==> src/rtl/wu_fetch_pkg.sv <==
// wu_fetch_pkg: shared types and constants for the WU instruction fetch stage.
//   - manager address / id widths used by the fetch ports
//   - fetch FSM state encoding (2-bit)
//   - credit counter width and instruction-memory read latency
//   - wuf_popcount: counts set bits of the in-flight read history
package wu_fetch_pkg;

  localparam int unsigned MGR_WU_ADDRESS_WIDTH = 10;
  localparam int unsigned MGR_MGR_ID_WIDTH     = 6;

  localparam int unsigned WUF_CREDIT_WIDTH = 4;
  localparam int unsigned WUF_MEM_LATENCY  = 2;

  typedef enum logic [1:0] {
    WUF_STATE_IDLE  = 2'd0,
    WUF_STATE_RUN   = 2'd1,
    WUF_STATE_DRAIN = 2'd2
  } wuf_state_e;

  function automatic logic [WUF_CREDIT_WIDTH-1:0] wuf_popcount(
    input logic [WUF_MEM_LATENCY-1:0] v
  );
    logic [WUF_CREDIT_WIDTH-1:0] n;
    n = '0;
    for (int unsigned i = 0; i < WUF_MEM_LATENCY; i++) begin
      n = n + WUF_CREDIT_WIDTH'(v[i]);
    end
    return n;
  endfunction

endpackage

==> src/rtl/wu_fetch_credit.sv <==
// wu_fetch_credit: decode-side credit bookkeeping for the WU fetch stage.
// Ports:
//   clk, rst_n       clock, asynchronous active-low reset
//   issue            a read is being launched this cycle (strobe visible next cycle)
//   credit_return    decode popped one word
//   refund_en        a jump is taken this cycle; reads still in flight are refunded
//   credit_avail     at least one credit is held
//   credit_err       sticky: credit returned while already holding CREDITS
module wu_fetch_credit
  import wu_fetch_pkg::*;
#(
  parameter int unsigned CREDITS = 4
) (
  input  logic clk,
  input  logic rst_n,
  input  logic issue,
  input  logic credit_return,
  input  logic refund_en,
  output logic credit_avail,
  output logic credit_err
);

  localparam int unsigned SW = WUF_CREDIT_WIDTH + 2;
  localparam logic [WUF_CREDIT_WIDTH-1:0] CMAX   = WUF_CREDIT_WIDTH'(CREDITS);
  localparam logic [SW-1:0]               CMAX_W = SW'(CREDITS);

  logic [WUF_CREDIT_WIDTH-1:0] credits_q, credits_d;
  logic [WUF_MEM_LATENCY-1:0]  rd_hist_q;
  logic [WUF_CREDIT_WIDTH-1:0] refund;
  logic [SW-1:0]               sum;
  logic                        err_set;

  // rd_hist[0] is the strobe visible this cycle, rd_hist[1] the one before;
  // together they are exactly the wrong-path words decode will drop on a jump.
  assign refund  = refund_en ? wuf_popcount(rd_hist_q) : '0;
  assign err_set = credit_return && !issue && (credits_q == CMAX);

  always_comb begin
    sum = SW'(credits_q) - SW'(issue) + SW'(credit_return) + SW'(refund);
    if (sum > CMAX_W) begin
      sum = CMAX_W;
    end
    credits_d = sum[WUF_CREDIT_WIDTH-1:0];
  end

  always_ff @(posedge clk or negedge rst_n) begin
    if (!rst_n) begin
      credits_q  <= CMAX;
      rd_hist_q  <= '0;
      credit_err <= 1'b0;
    end else begin
      credits_q <= credits_d;
      rd_hist_q <= {rd_hist_q[WUF_MEM_LATENCY-2:0], issue};
      if (err_set) begin
        credit_err <= 1'b1;
      end
    end
  end

  assign credit_avail = (credits_q != '0);

endmodule

==> src/rtl/wu_fetch.sv <==
// wu_fetch: work-unit instruction fetch stage. Drives registered read
// address/strobe into the WU instruction memory (data reaches decode two
// cycles after the strobe), flow-controlled by decode credits, redirected by
// decode jump/halt.
// Ports:
//   clk, reset_poweron_n          clock, asynchronous active-low reset
//   sys__mgr__mgrId               manager id (debug only, not used by logic)
//   sys__wuf__start/_start_addr   begin fetching at start_addr (IDLE only)
//   wud__wuf__credit              decode popped one word
//   wud__wuf__jump/_jump_addr     redirect fetch
//   wud__wuf__halt                program complete; drain and go idle
//   wuf__wum__addr/_read          registered read address / strobe
//   wuf__sys__busy                state != IDLE
//   wuf__sys__credit_err          sticky credit overflow flag
// Optional (WU_FETCH_PERF_CNT_EN): wuf__sys__reads_issued and
//   wuf__sys__stall_cycles, 32-bit saturating counters cleared on start.
module wu_fetch
  import wu_fetch_pkg::*;
#(
  parameter int unsigned CREDITS     = 4,
  parameter int unsigned MEM_DEPTH   = 2 ** MGR_WU_ADDRESS_WIDTH,
  parameter int unsigned MEM_LATENCY = WUF_MEM_LATENCY
) (
  input  logic                            clk,
  input  logic                            reset_poweron_n,
  input  logic [MGR_MGR_ID_WIDTH-1:0]     sys__mgr__mgrId,
  input  logic                            sys__wuf__start,
  input  logic [MGR_WU_ADDRESS_WIDTH-1:0] sys__wuf__start_addr,
  input  logic                            wud__wuf__credit,
  input  logic                            wud__wuf__jump,
  input  logic [MGR_WU_ADDRESS_WIDTH-1:0] wud__wuf__jump_addr,
  input  logic                            wud__wuf__halt,
  output logic [MGR_WU_ADDRESS_WIDTH-1:0] wuf__wum__addr,
  output logic                            wuf__wum__read,
  output logic                            wuf__sys__busy,
  output logic                            wuf__sys__credit_err
`ifdef WU_FETCH_PERF_CNT_EN
  ,
  output logic [31:0]                     wuf__sys__reads_issued,
  output logic [31:0]                     wuf__sys__stall_cycles
`endif
);

  localparam logic [MGR_WU_ADDRESS_WIDTH-1:0] LAST_ADDR = MGR_WU_ADDRESS_WIDTH'(MEM_DEPTH - 1);
  // The halt cycle itself counts as the first drain cycle, so DRAIN lasts
  // MEM_LATENCY-1 cycles and busy falls two cycles after halt.
  localparam logic [1:0] DRAIN_LOAD = 2'(MEM_LATENCY - 2);

  wuf_state_e                      state_q, state_d;
  logic [MGR_WU_ADDRESS_WIDTH-1:0] pc_q, pc_d, issue_addr;
  logic [1:0]                      drain_q, drain_d;
  logic                            issue, refund_en, credit_avail;
  logic                            unused_mgr_id;

  assign unused_mgr_id = ^sys__mgr__mgrId;

  function automatic logic [MGR_WU_ADDRESS_WIDTH-1:0] next_pc(
    input logic [MGR_WU_ADDRESS_WIDTH-1:0] a
  );
    return (a == LAST_ADDR) ? '0 : a + 1'b1;
  endfunction

  // Issue decision is combinational and the strobe is registered, so a read
  // decided in cycle N is visible (and counted as issued) in cycle N+1.
  always_comb begin
    state_d    = state_q;
    pc_d       = pc_q;
    drain_d    = drain_q;
    issue      = 1'b0;
    issue_addr = pc_q;
    refund_en  = 1'b0;
    unique case (state_q)
      WUF_STATE_IDLE: begin
        if (sys__wuf__start) begin
          state_d    = WUF_STATE_RUN;
          issue_addr = sys__wuf__start_addr;
          issue      = credit_avail;
          pc_d       = credit_avail ? next_pc(sys__wuf__start_addr) : sys__wuf__start_addr;
        end
      end
      WUF_STATE_RUN: begin
        if (wud__wuf__halt) begin
          state_d = WUF_STATE_DRAIN;
          drain_d = DRAIN_LOAD;
        end else if (wud__wuf__jump) begin
          pc_d      = wud__wuf__jump_addr;
          refund_en = 1'b1;
        end else if (credit_avail) begin
          issue = 1'b1;
          pc_d  = next_pc(pc_q);
        end
      end
      WUF_STATE_DRAIN: begin
        if (drain_q == '0) begin
          state_d = WUF_STATE_IDLE;
        end else begin
          drain_d = drain_q - 1'b1;
        end
      end
      default: state_d = WUF_STATE_IDLE;
    endcase
  end

  always_ff @(posedge clk or negedge reset_poweron_n) begin
    if (!reset_poweron_n) begin
      state_q        <= WUF_STATE_IDLE;
      pc_q           <= '0;
      drain_q        <= '0;
      wuf__wum__read <= 1'b0;
      wuf__wum__addr <= '0;
    end else begin
      state_q        <= state_d;
      pc_q           <= pc_d;
      drain_q        <= drain_d;
      wuf__wum__read <= issue;
      if (issue) begin
        wuf__wum__addr <= issue_addr;
      end
    end
  end

  assign wuf__sys__busy = (state_q != WUF_STATE_IDLE);

  wu_fetch_credit #(
    .CREDITS(CREDITS)
  ) u_credit (
    .clk          (clk),
    .rst_n        (reset_poweron_n),
    .issue        (issue),
    .credit_return(wud__wuf__credit),
    .refund_en    (refund_en),
    .credit_avail (credit_avail),
    .credit_err   (wuf__sys__credit_err)
  );

`ifdef WU_FETCH_PERF_CNT_EN
  logic perf_clr;
  assign perf_clr = (state_q == WUF_STATE_IDLE) && sys__wuf__start;

  always_ff @(posedge clk or negedge reset_poweron_n) begin
    if (!reset_poweron_n) begin
      wuf__sys__reads_issued <= '0;
      wuf__sys__stall_cycles <= '0;
    end else if (perf_clr) begin
      wuf__sys__reads_issued <= 32'(issue);
      wuf__sys__stall_cycles <= '0;
    end else begin
      if (issue && (wuf__sys__reads_issued != '1)) begin
        wuf__sys__reads_issued <= wuf__sys__reads_issued + 1'b1;
      end
      if ((state_q == WUF_STATE_RUN) && !credit_avail && (wuf__sys__stall_cycles != '1)) begin
        wuf__sys__stall_cycles <= wuf__sys__stall_cycles + 1'b1;
      end
    end
  end
`endif

endmodule

==> config.mk <==
export PLATFORM = sky130hd
export DESIGN_NAME = wu_fetch
export DESIGN_NICKNAME = d
export VERILOG_FILES = /design/src/rtl/wu_fetch_pkg.sv /design/src/rtl/wu_fetch_credit.sv /design/src/rtl/wu_fetch.sv
export SDC_FILE = /design/constraint.sdc
export NUM_CORES = 1
export LEC_CHECK = 0
export BUFFER_PORTS_ARGS = -buffer_cell sky130_fd_sc_hd__buf_4
export CORE_MARGIN = 2
export CORE_UTILIZATION = 55
export DETAILED_ROUTE_END_ITERATION = 8
export PLACE_DENSITY = 0.8
export SYNTH_ARGS = -nofsm -noshare
export SYNTH_HDL_FRONTEND = slang
export SYNTH_SLANG_ARGS = --single-unit
export TNS_END_PERCENT = 20
==> constraint.sdc <==
create_clock -name clk -period 4.97 [get_ports clk]
set_clock_uncertainty 0.2 [all_clocks]
set_input_delay 0.2485 -clock clk [delete_from_list [all_inputs] [get_ports clk]]
set_output_delay 0.2485 -clock clk [all_outputs]
set_load 0.01 [all_outputs]
==> out/results.tsv, run 1 <==
stage	metric	value	unit
status	status	finished clean	
timing	final hold vios	0	
yosys	Yosys cell types	58	
yosys	top cell type's share of synthesized area	33.6	%
clock_tree	Max Root-Sink Buffers	2	
yosys	Synth top cells by count	30 x dfrtp_1, 27 x nand2_1, 22 x o21ai_0, 17 x nor2_1	
timing	Slew HR	52.7	%
timing	Fmax	276	MHz
job	max-cap violations	0	
route	vias per cell	6.02	
yosys	Syn Area/Cell	9.05	µm²
die	Initial Util	56.7	%
route	DR vias	2003	
route	Starting DRT DRC Count	144	
route	WL met3	342	µm
pwr	PwrDens	524	nW/µm²
die	I/O pin cnt	45	
route	top layer in use	met4	
yosys	post-synthesis xor/xnor area fraction	5.43	%
grt	initial antenna violation count	0	
yosys	post-synthesis mux area share	4.48	%
setup_path	crit path launch type	flip-flop	
setup_path	Crit. Startpoint	u_credit.credits_q[3]	
die	die width	67.8	µm
placement	port bufs	38	
setup_path	worst reg2reg path startpoint	u_credit.credits_q[3]	
route	DR WL/cell	16.1	µm
timing	final max-slew violation count	0	
yosys	number of flops mapped to enable cells by yosys	0	
pwr	Cell Int Power	0.801	mW
clock_tree	CTS tree	built	
clock_tree	Root Driver	clkbuf_8	
die	Die ar.	4590	µm²
yosys	cell with the most instances after synthesis	dfrtp_1	
timing	final setup violation count	0	
die	area of the core	3940	µm²
worst_hold_path	WHS Path Cells	2	
yosys	Area contributors post-synth	dfrtp_1 34%, o21ai_0 4.9%, nand2_1 4.5%	
pwr	P_sw	0.569	mW
grt	GRT Overall Usage	26.4	%
placement	Final GP Congestion	0.937	
timing	setup TNS	0	ps
pwr	clock share of power	16.5	%
route	Residual DRC	0	
clock_tree	setup bufs post-CTS	0	
setup_path	R2R depth	12	
worst_hold_path	min-delay src	wud__wuf__halt	
clock_tree	clock insertion delay at the later pin of the skew report	300	ps
clock_tree	clock sink total	31	
route	drt first pass iters	4	
cells_and_area	# diodes	0	
yosys	sequential area share after synthesis	34.8	%
clock_tree	Clk pin slew, worst setup/hold paths	70	ps
pwr	maximum vdd ir drop	0.000228	V
grt	first-pass GRT wire length	8.96	mm
route	final WL	5.36	mm
setup_path	crit path kind	flip-flop to flip-flop	
yosys	asr flop ratio synth	100	%
yosys	combinational family with the most area after synthesis	simple AND/OR/NAND/NOR gates	
yosys	Syn Nets	288	
die	Die Y	67.8	µm
pwr	Sw Share	41.5	%
cells_and_area	# nets final	323	
yosys	area leader, netlist	dfrtp_1	
route	met2 WL	2.65	mm
grt	vias in the first global route	1948	
yosys	FF+latch count, synth	31	
cells_and_area	Area Overhead vs Synth	17.1	%
pwr	Comb power frac	49.2	%
yosys	Synth Area in Adders	5.71	%
yosys	simple-gate area share of the yosys netlist	23.8	%
setup_path	Req. time, crit path	5000	ps
grt	Overflow after GRT	0	
clock_tree	H-Tree Depth	2	
route	met1 WL	2.29	mm
timing	Worst-Margin Slew	709	ps
yosys	Synth Cell Area	2240	µm²
clock_tree	post-CTS resize count	0	
timing	fin crit period	3620	ps
yosys	Synth Area in Compound Gates	19.9	%
worst_hold_path	Worst Hold Class	input pin to flip-flop	
setup_path	CP max FO	12	
pwr	Lkg Pwr	1.15	nW
die	Cell Rows	23	
yosys	Top FF cell, synth	dfrtp_1	
clock_tree	TritonCTS Buffers	5	
cells_and_area	layout cell share with drive strength beyond 1	20.8	%
placement	DP HPWL	3.93	mm
pwr	Power, Total	1.37	mW
yosys	gate count of the mapped netlist	247	
route	ANT nets after route	0	
grt	pin count of the biggest net entering global routing	32	
setup_path	Arr. time, crit path	3650	ps
timing	period utilization	72.8	%
yosys	Syn. warnings	0	
timing	RSZ-0062 raised after global routing	false	
setup_path	Crit. End Element	flip-flop	
pwr	power share of the sequential group	34.3	%
[critical path, cell delays in order, from the launching register on]
cell and delay, ps:
dfrtp_1 470, or4_4 670, o211ai_1 150, inv_1 100
ha_1 240, ha_1 280, inv_1 60, ha_1 270
nor2b_1 120, o21ai_0 110, a211o_1 290, a222oi_1 410
nor2b_1 190
[final cells by class]
type | count | area, µm²
clock buffer | 8 | 100
inverter | 12 | 45.0
multi-input combinational | 192 | 1330
fill | 354 | 1330
sequential | 31 | 777
timing repair buffer | 40 | 303
tap | 50 | 62.6
[power groups by stage]
stage | Clock [mW] | Combinational [mW] | Sequential [mW]
after global routing | 0.235 | 0.759 | 0.484
final | 0.226 | 0.675 | 0.471
after floorplan | 0 | 0.503 | 0.449
after CTS | 0.226 | 0.678 | 0.468
after global placement | 0 | 0.653 | 0.467
after detailed placement | 0 | 0.673 | 0.472
[cell families after synthesis]
kind of cell	count (synthesis)
AND/OR/NAND/NOR	98
AO/OA/AOI/OAI	61
flip-flops	31
buffers and inverters	24
XOR/XNOR	13
multiplexers	10
adder cells (fa/ha/maj)	9
other	1
[sequential cells by signal, indices dropped and copies added (netlist names)]
register             count
drain_q                  2
pc_q                    10
u_credit.credits_q       4
u_credit.credit_err      1
wuf__wum__addr          10
u_credit.rd_hist_q       2
state_q                  2
[path summary, 6_finish.rpt]
kind / end / slack [ps]
max: u_credit.credits_q[0] / 1350
min in group asynchronous: wuf__wum__addr[6] / 230
min: state_q[1] / 7
min reg2reg: u_credit.rd_hist_q[1] / 220
max reg2reg: u_credit.credits_q[0] / 1350
max in group asynchronous: u_credit.credits_q[2] / 4010
[routing by layer]
layer,vias to the layer above,track usage [%]
met2,72,46.4
met3,6,5.67
met5,-,0
li1,961,-
met1,964,31.4
met4,0,9.69
[stage by stage]
stage          setup slack, ps  instances  hold slack [ps]  instance area, µm²  util [%]
2_1_floorplan             1510        247             -247                2240         -
3_3_place_gp              1460        324             5.03                2510      63.6
3_5_place_dp              1380        324             9.62                2510      63.6
4_1_cts                   1360        333             1.94                2620      66.4
5_1_grt                   1160        333             17.4                2620      66.4
6_report                  1350        333             6.95                2620      66.4
[repair_timing]
action | in CTS | in global routing
hold buffers | 1 | 0
setup endpoints to repair | 0 | 0
endpoints found under the hold margin | 30 | 0
[placed cells by master (no fill, tap or decap), types with 2 or more instances in the layout]
master     instances
a21oi_1            7
a221o_1            3
a221oi_1           2
a22oi_1            2
a2bb2oi_1          2
and2_1             3
and3_1             4
buf_4             39
clkbuf_8           7
dfrtp_1           30
fa_1               2
ha_1               7
inv_1             11
mux2i_1           10
nand2_1           27
nand2b_1           6
nand3_1            8
nand4_1            4
nor2_1            17
nor2b_1            5
nor3_1            11
nor3b_1            2
o211ai_1           5
o21ai_0           22
o31ai_1            2
o32a_1             2
o41ai_1            2
xnor2_1            5
xor2_1             7
Note: power is estimated with default switching activity, not from simulation.
==> inputs of run 2 (changes only) <==
clock period = 3.4 ns   (was 4.97 ns; I/O delays follow)
==> run 2 against run 1 <==
Fmax increased by 10%. Sequential share of layout area down 1.5 points. Worst hold slack improved by 0.98 ps. Routed wire length rose by 2.5%. Clock power increased by 27%.
==> out/results.tsv, run 2 (synthesized netlist as in run 1, its figures left out) <==
stage	metric	value	unit	change
placement	port bufs	38		unchanged
timing	Worst-Margin Slew	723	ps	+14.0 ps
timing	final hold vios	0		unchanged
clock_tree	TritonCTS Buffers	5		unchanged
clock_tree	clock insertion delay at the later pin of the skew report	290	ps	about the same
timing	final setup violation count	0		unchanged
timing	Fmax	304	MHz	+10%
die	Die ar.	4590	µm²	unchanged
placement	DP HPWL	4.04	mm	+2.9%
die	Initial Util	56.7	%	unchanged
route	drt first pass iters	4		unchanged
placement	Final GP Congestion	0.874		-6.6%
setup_path	R2R depth	10		-2
setup_path	reg2reg end	u_credit.credits_q[0]		
clock_tree	CTS tree	built		
route	ANT nets after route	0		unchanged
setup_path	Arr. time, crit path	3320	ps	-330 ps
cells_and_area	# nets final	337		+4.3%
setup_path	crit path kind	flip-flop to flip-flop		
placement	Area after DPL	2580	µm²	+2.7%
timing	setup TNS	0	ps	unchanged
clock_tree	H-Tree Depth	2		unchanged
grt	pin count of the biggest net entering global routing	32		unchanged
clock_tree	clock sink total	31		unchanged
pwr	maximum vdd ir drop	0.000398	V	+75%
cells_and_area	fillers	334		-5.6%
clock_tree	Clk pin slew, worst setup/hold paths	70	ps	about the same
setup_path	crit path launch type	flip-flop		
setup_path	worst reg2reg path startpoint	u_credit.credits_q[3]		
die	die width	67.8	µm	unchanged
cells_and_area	highest-count cells in the layout ignoring fill and taps	50 x buf_4, 29 x dfrtp_1, 27 x nand2_1		
timing	period utilization	96.7	%	+24 points
pwr	Power, Total	2.07	mW	+51%
grt	initial antenna violation count	0		unchanged
setup_path	CP max FO	3		-9
worst_hold_path	min-delay src	sys__wuf__start_addr[9]		
route	DR vias	2032		+1.4%
route	DR WL/cell	15.8	µm	-1.6%
placement	pre-CTS setup slack	46.8	ps	-1330 ps
status	status	finished clean		
timing	final worst slack	113	ps	-1240 ps
grt	first-pass GRT wire length	9.09	mm	+1.5%
route	vias per cell	5.86		-2.6%
die	Cell Rows	23		unchanged
setup_path	Worst R2R Setup Slack	110	ps	-1240 ps
route	Residual DRC	0		unchanged
grt	vias in the first global route	1995		+2.4%
cells_and_area	Area Overhead vs Synth	23.4	%	
route	Starting DRT DRC Count	149		+3.5%
timing	Slew HR	51.8	%	-0.93 points
setup_path	Req. time, crit path	3430	ps	-1570 ps
die	I/O pin cnt	45		unchanged
die	area of the core	3940	µm²	unchanged
cells_and_area	design area	2760	µm²	+5.4%
grt	Overflow after GRT	0		unchanged
job	max-cap violations	0		unchanged
pwr	PwrDens	752	nW/µm²	+44%
grt	GRT Overall Usage	26.7	%	+0.33 points
setup_path	Crit. End Element	flip-flop		
cells_and_area	# diodes	0		unchanged
cells_and_area	Largest regs	pc_q x10, wuf__wum__addr x10, u_credit.credits_q x4		
timing	final max-slew violation count	0		unchanged
cells_and_area	layout cell share with drive strength beyond 1	26.9	%	+6.1 points
worst_hold_path	WHS Path Cells	3		+1
timing	worst hold slack	7.93	ps	+0.976 ps
worst_hold_path	Worst Hold Class	input pin to flip-flop		
pwr	Lkg Pwr	1.21	nW	+5.2%
timing	fin crit period	3290	ps	-332 ps
cells_and_area	commonest non-fill, non-tap cell in the layout	buf_4		
die	Die Y	67.8	µm	unchanged
worst_hold_path	Hold Crit Endpoint	wuf__wum__addr[9]		
route	final WL	5.49	mm	+2.5%
clock_tree	Max Root-Sink Buffers	2		unchanged
clock_tree	Root Driver	clkbuf_8		
==> run 2: changes by cell type in the layout (fill, tap and decap cells not counted), sizes merged <==
cell         delta
dlygate4sd3     +3
clkbuf          -3
buf            +11
clkinv          +3
==> run 2: repair_timing <==
item / 4_1_cts / 5_1_grt
hold buffers: 4 / 0
buffers inserted: 0 / 2
endpoints found under the hold margin: 34 / 0
gates resized for setup: 0 / 9
setup endpoints to repair: 0 / 3
==> run 2: routing by layer <==
layer  vias up  GRT usage, %  part of all wire (%)
met5         -             0                     0
met4         0          9.95                   1.6
met3         8          5.17                   5.4
met2        61          48.8                    50
met1       974          30.6                    43
li1        989             -                     -
==> run 2: final cells by class <==
cell class / count / area [µm²] / share of cell area [%]
multi-input cells: 192 / 1370 / 49.8
flip-flops and latches: 31 / 778 / 28.2
repair buffers: 54 / 415 / 15.1
clock buffers: 5 / 68.8 / 2.49
well taps: 50 / 62.6 / 2.27
inverters: 12 / 45.0 / 1.63
clock inverters: 3 / 15.0 / 0.544
==> run 2: worst max path at each step <==
stage	start	endpoint	slack (ps)
floorplan	u_credit.credits_q[3]	u_credit.credits_q[0]	0.5
global placement	u_credit.credits_q[3]	u_credit.credits_q[0]	130
detailed placement	u_credit.credits_q[3]	u_credit.credits_q[0]	50
CTS	u_credit.credits_q[3]	u_credit.credits_q[0]	20
global route	u_credit.credits_q[0]	u_credit.credits_q[0]	-20
finish	u_credit.credits_q[3]	u_credit.credits_q[0]	110
==> run 2: worst max-delay path, cell delays in order (launching register included) <==
cell      delay (ps)
dfrtp_2          410
or4_4            520
o211ai_1         120
inv_1            100
ha_2             340
fa_2             230
inv_1             60
fa_2             370
a211o_1          270
a222oi_1         420
nor2b_1          180
==> run 2: metrics by stage <==
stage | cells | utilization (%)
after floorplan | 247 | -
after global placement | 333 | 65.3
after detailed placement | 333 | 65.3
after CTS | 345 | 68.5
after global routing | 347 | 70.0
final | 347 | 70.0
==> run 2: power breakdown <==
part,switching (mW),internal (mW)
clock network,0.149,0.140
logic,0.560,0.551
registers,0.155,0.520
total,0.864,1.21
==> inputs of run 3 (changes only) <==
RECOVER_POWER = 25   (was unset)
==> run 3 against run 2 <==
The flow now finishes with violations (capacitance limit, slew limit). Total power hardly changed. Clock power barely moved. Via count stayed put. Fmax unchanged. Final cell count is the same. Register-to-register slack barely moved. Die area stayed put. First-iteration DRC count stayed put. Routed wire length about the same. Utilization fell by 0.095 points. Worst hold slack stayed put.
==> out/results.tsv, run 3 (synthesized netlist as in run 1, its figures left out) <==
stage	metric	value	unit	change
route	drt first pass iters	4		unchanged
timing	final hold vios	0		unchanged
route	DR WL/cell	15.8	µm	about the same
die	area of the core	3940	µm²	unchanged
clock_tree	Root Driver	clkbuf_8		
clock_tree	clock insertion delay at the later pin of the skew report	290	ps	about the same
placement	Final GP Congestion	0.874		unchanged
timing	final setup violation count	0		unchanged
cells_and_area	Area Overhead vs Synth	23.2	%	
route	vias per cell	5.86		unchanged
setup_path	CP max stage delay	520	ps	about the same
setup_path	CP Cell Sequence	or4_4 > o211ai_1 > inv_1 > ha_2 > fa_2 > inv_1 > fa_2 > a211o_1 > a222oi_1 > nor2b_1		
route	ANT nets after route	0		unchanged
clock_tree	Clk pin slew, worst setup/hold paths	70	ps	about the same
grt	initial antenna violation count	0		unchanged
clock_tree	Max Root-Sink Buffers	2		unchanged
grt	GRT Overall Usage	26.7	%	unchanged
clock_tree	H-Tree Depth	2		unchanged
pwr	Lkg Pwr	1.21	nW	-0.30%
die	die width	67.8	µm	unchanged
setup_path	Arr. time, crit path	3320	ps	about the same
clock_tree	CTS tree	built		
die	I/O pin cnt	45		unchanged
cells_and_area	design area	2760	µm²	-0.14%
setup_path	Req. time, crit path	3430	ps	about the same
die	Die ar.	4590	µm²	unchanged
setup_path	R2R depth	10		unchanged
die	Initial Util	56.7	%	unchanged
cells_and_area	Layout Utilization	69.9	%	-0.095 points
pwr	Power, Total	2.07	mW	about the same
route	final WL	5.49	mm	about the same
setup_path	Crit. Startpoint	u_credit.credits_q[3]		
setup_path	crit path kind	flip-flop to flip-flop		
setup_path	CP Depth	10		unchanged
clock_tree	clock sink total	31		unchanged
setup_path	Setup crit end	u_credit.credits_q[0]		
timing	final max-slew violation count	32		+32
timing	period utilization	96.7	%	unchanged
placement	port bufs	38		unchanged
cells_and_area	Largest regs	pc_q x10, wuf__wum__addr x10, u_credit.credits_q x4		
route	Residual DRC	0		unchanged
cells_and_area	highest-count cells in the layout ignoring fill and taps	49 x buf_4, 29 x dfrtp_1, 27 x nand2_1		
setup_path	reg2reg end	u_credit.credits_q[0]		
grt	vias in the first global route	1995		unchanged
cells_and_area	layout cell share with drive strength beyond 1	26.6	%	-0.34 points
cells_and_area	fillers	336		+0.60%
pwr	PwrDens	753	nW/µm²	+0.11%
timing	Slew HR	-15.4	%	-67 points
route	DR vias	2032		unchanged
timing	Fmax	304	MHz	unchanged
placement	Area after DPL	2580	µm²	unchanged
setup_path	Worst R2R Setup Slack	110	ps	about the same
timing	Worst-Margin Slew	1730	ps	+1010 ps
timing	fin crit period	3290	ps	unchanged
grt	first-pass GRT wire length	9.09	mm	unchanged
timing	setup TNS	0	ps	unchanged
job	max-cap violations	1		+1
status	failing checks	capacitance limit, slew limit		
setup_path	worst reg2reg path startpoint	u_credit.credits_q[3]		
clock_tree	TritonCTS Buffers	5		unchanged
placement	DP HPWL	4.04	mm	unchanged
cells_and_area	commonest non-fill, non-tap cell in the layout	buf_4		
setup_path	crit path launch type	flip-flop		
worst_hold_path	Worst Hold Class	input pin to flip-flop		
cells_and_area	# nets final	337		unchanged
grt	pin count of the biggest net entering global routing	32		unchanged
die	Die Y	67.8	µm	unchanged
status	status	complete, but fails checks		
setup_path	Buf/Inv on CP	2		unchanged
grt	Overflow after GRT	0		unchanged
setup_path	Top delay family on crit path	adder cells		
worst_hold_path	min-delay src	sys__wuf__start_addr[9]		
setup_path	CP max stage cell	or4_4		
pwr	maximum vdd ir drop	0.000398	V	about the same
setup_path	CP max FO	3		unchanged
route	Starting DRT DRC Count	149		unchanged
setup_path	Crit. End Element	flip-flop		
die	Cell Rows	23		unchanged
cells_and_area	# diodes	0		unchanged
==> run 3: cell count changes in the layout (fill, tap and decap cells not counted), sizes merged <==
cell	before	now
buf	50	49
clkbuf	5	6
==> run 3: tightest hold or removal path: stages <==
cell,delay [ps]
buf_4,100
mux2i_1,60
o21ai_0,130
==> run 3: layer usage <==
metal  vias up  track usage (%)  share of wire, %
li1        989                -                 -
met1       974             30.6                43
met2        61             48.8                50
met3         8             5.17               5.4
met4         0             9.95               1.6
met5         -                0                 0
==> run 3: area by class of cell <==
type                            count  area [µm²]  area share [%]
Multi-Input combinational cell    192        1370            49.9
Sequential cell                    31         778            28.2
Timing Repair Buffer               54         412            14.9
Clock buffer                        5        68.8            2.50
Tap cell                           50        62.6            2.27
Inverter                           12        45.0            1.63
Clock inverter                      3        15.0           0.545
==> run 3: worst min path at each step <==
stage,to,slack [ps],depth (start not counted)
5_1_grt,wuf__wum__addr[1],30,3
4_1_cts,wuf__wum__addr[9],7,3
2_1_floorplan,drain_q[0],-330,0
3_5_place_dp,wuf__wum__addr[2],-70,1
3_3_place_gp,wuf__wum__addr[2],-70,1
6_report,wuf__wum__addr[9],8,3
==> run 3: repair_timing <==
| action | in CTS | in global routing |
|---|---|---|
| gates resized for setup | 0 | 9 |
| endpoints found under the hold margin | 34 | 0 |
| hold buffers | 4 | 0 |
| endpoints found under the setup margin | 0 | 3 |
| buffers inserted | 0 | 2 |
==> run 3: power by group <==
part           internal [mW]  switching, mW
Sequential             0.519          0.155
Clock                  0.140          0.149
Combinational          0.550          0.560
Total                   1.21          0.864
==> run 3: per-stage QoR <==
step	hold WS, ps	instances	setup WS (ps)
floorplan	-326	247	0.467
global placement	-68.8	333	134
detailed placement	-65.4	333	46.8
CTS	7.12	345	20.2
global route	25.5	347	-20.6
finish	7.93	347	113
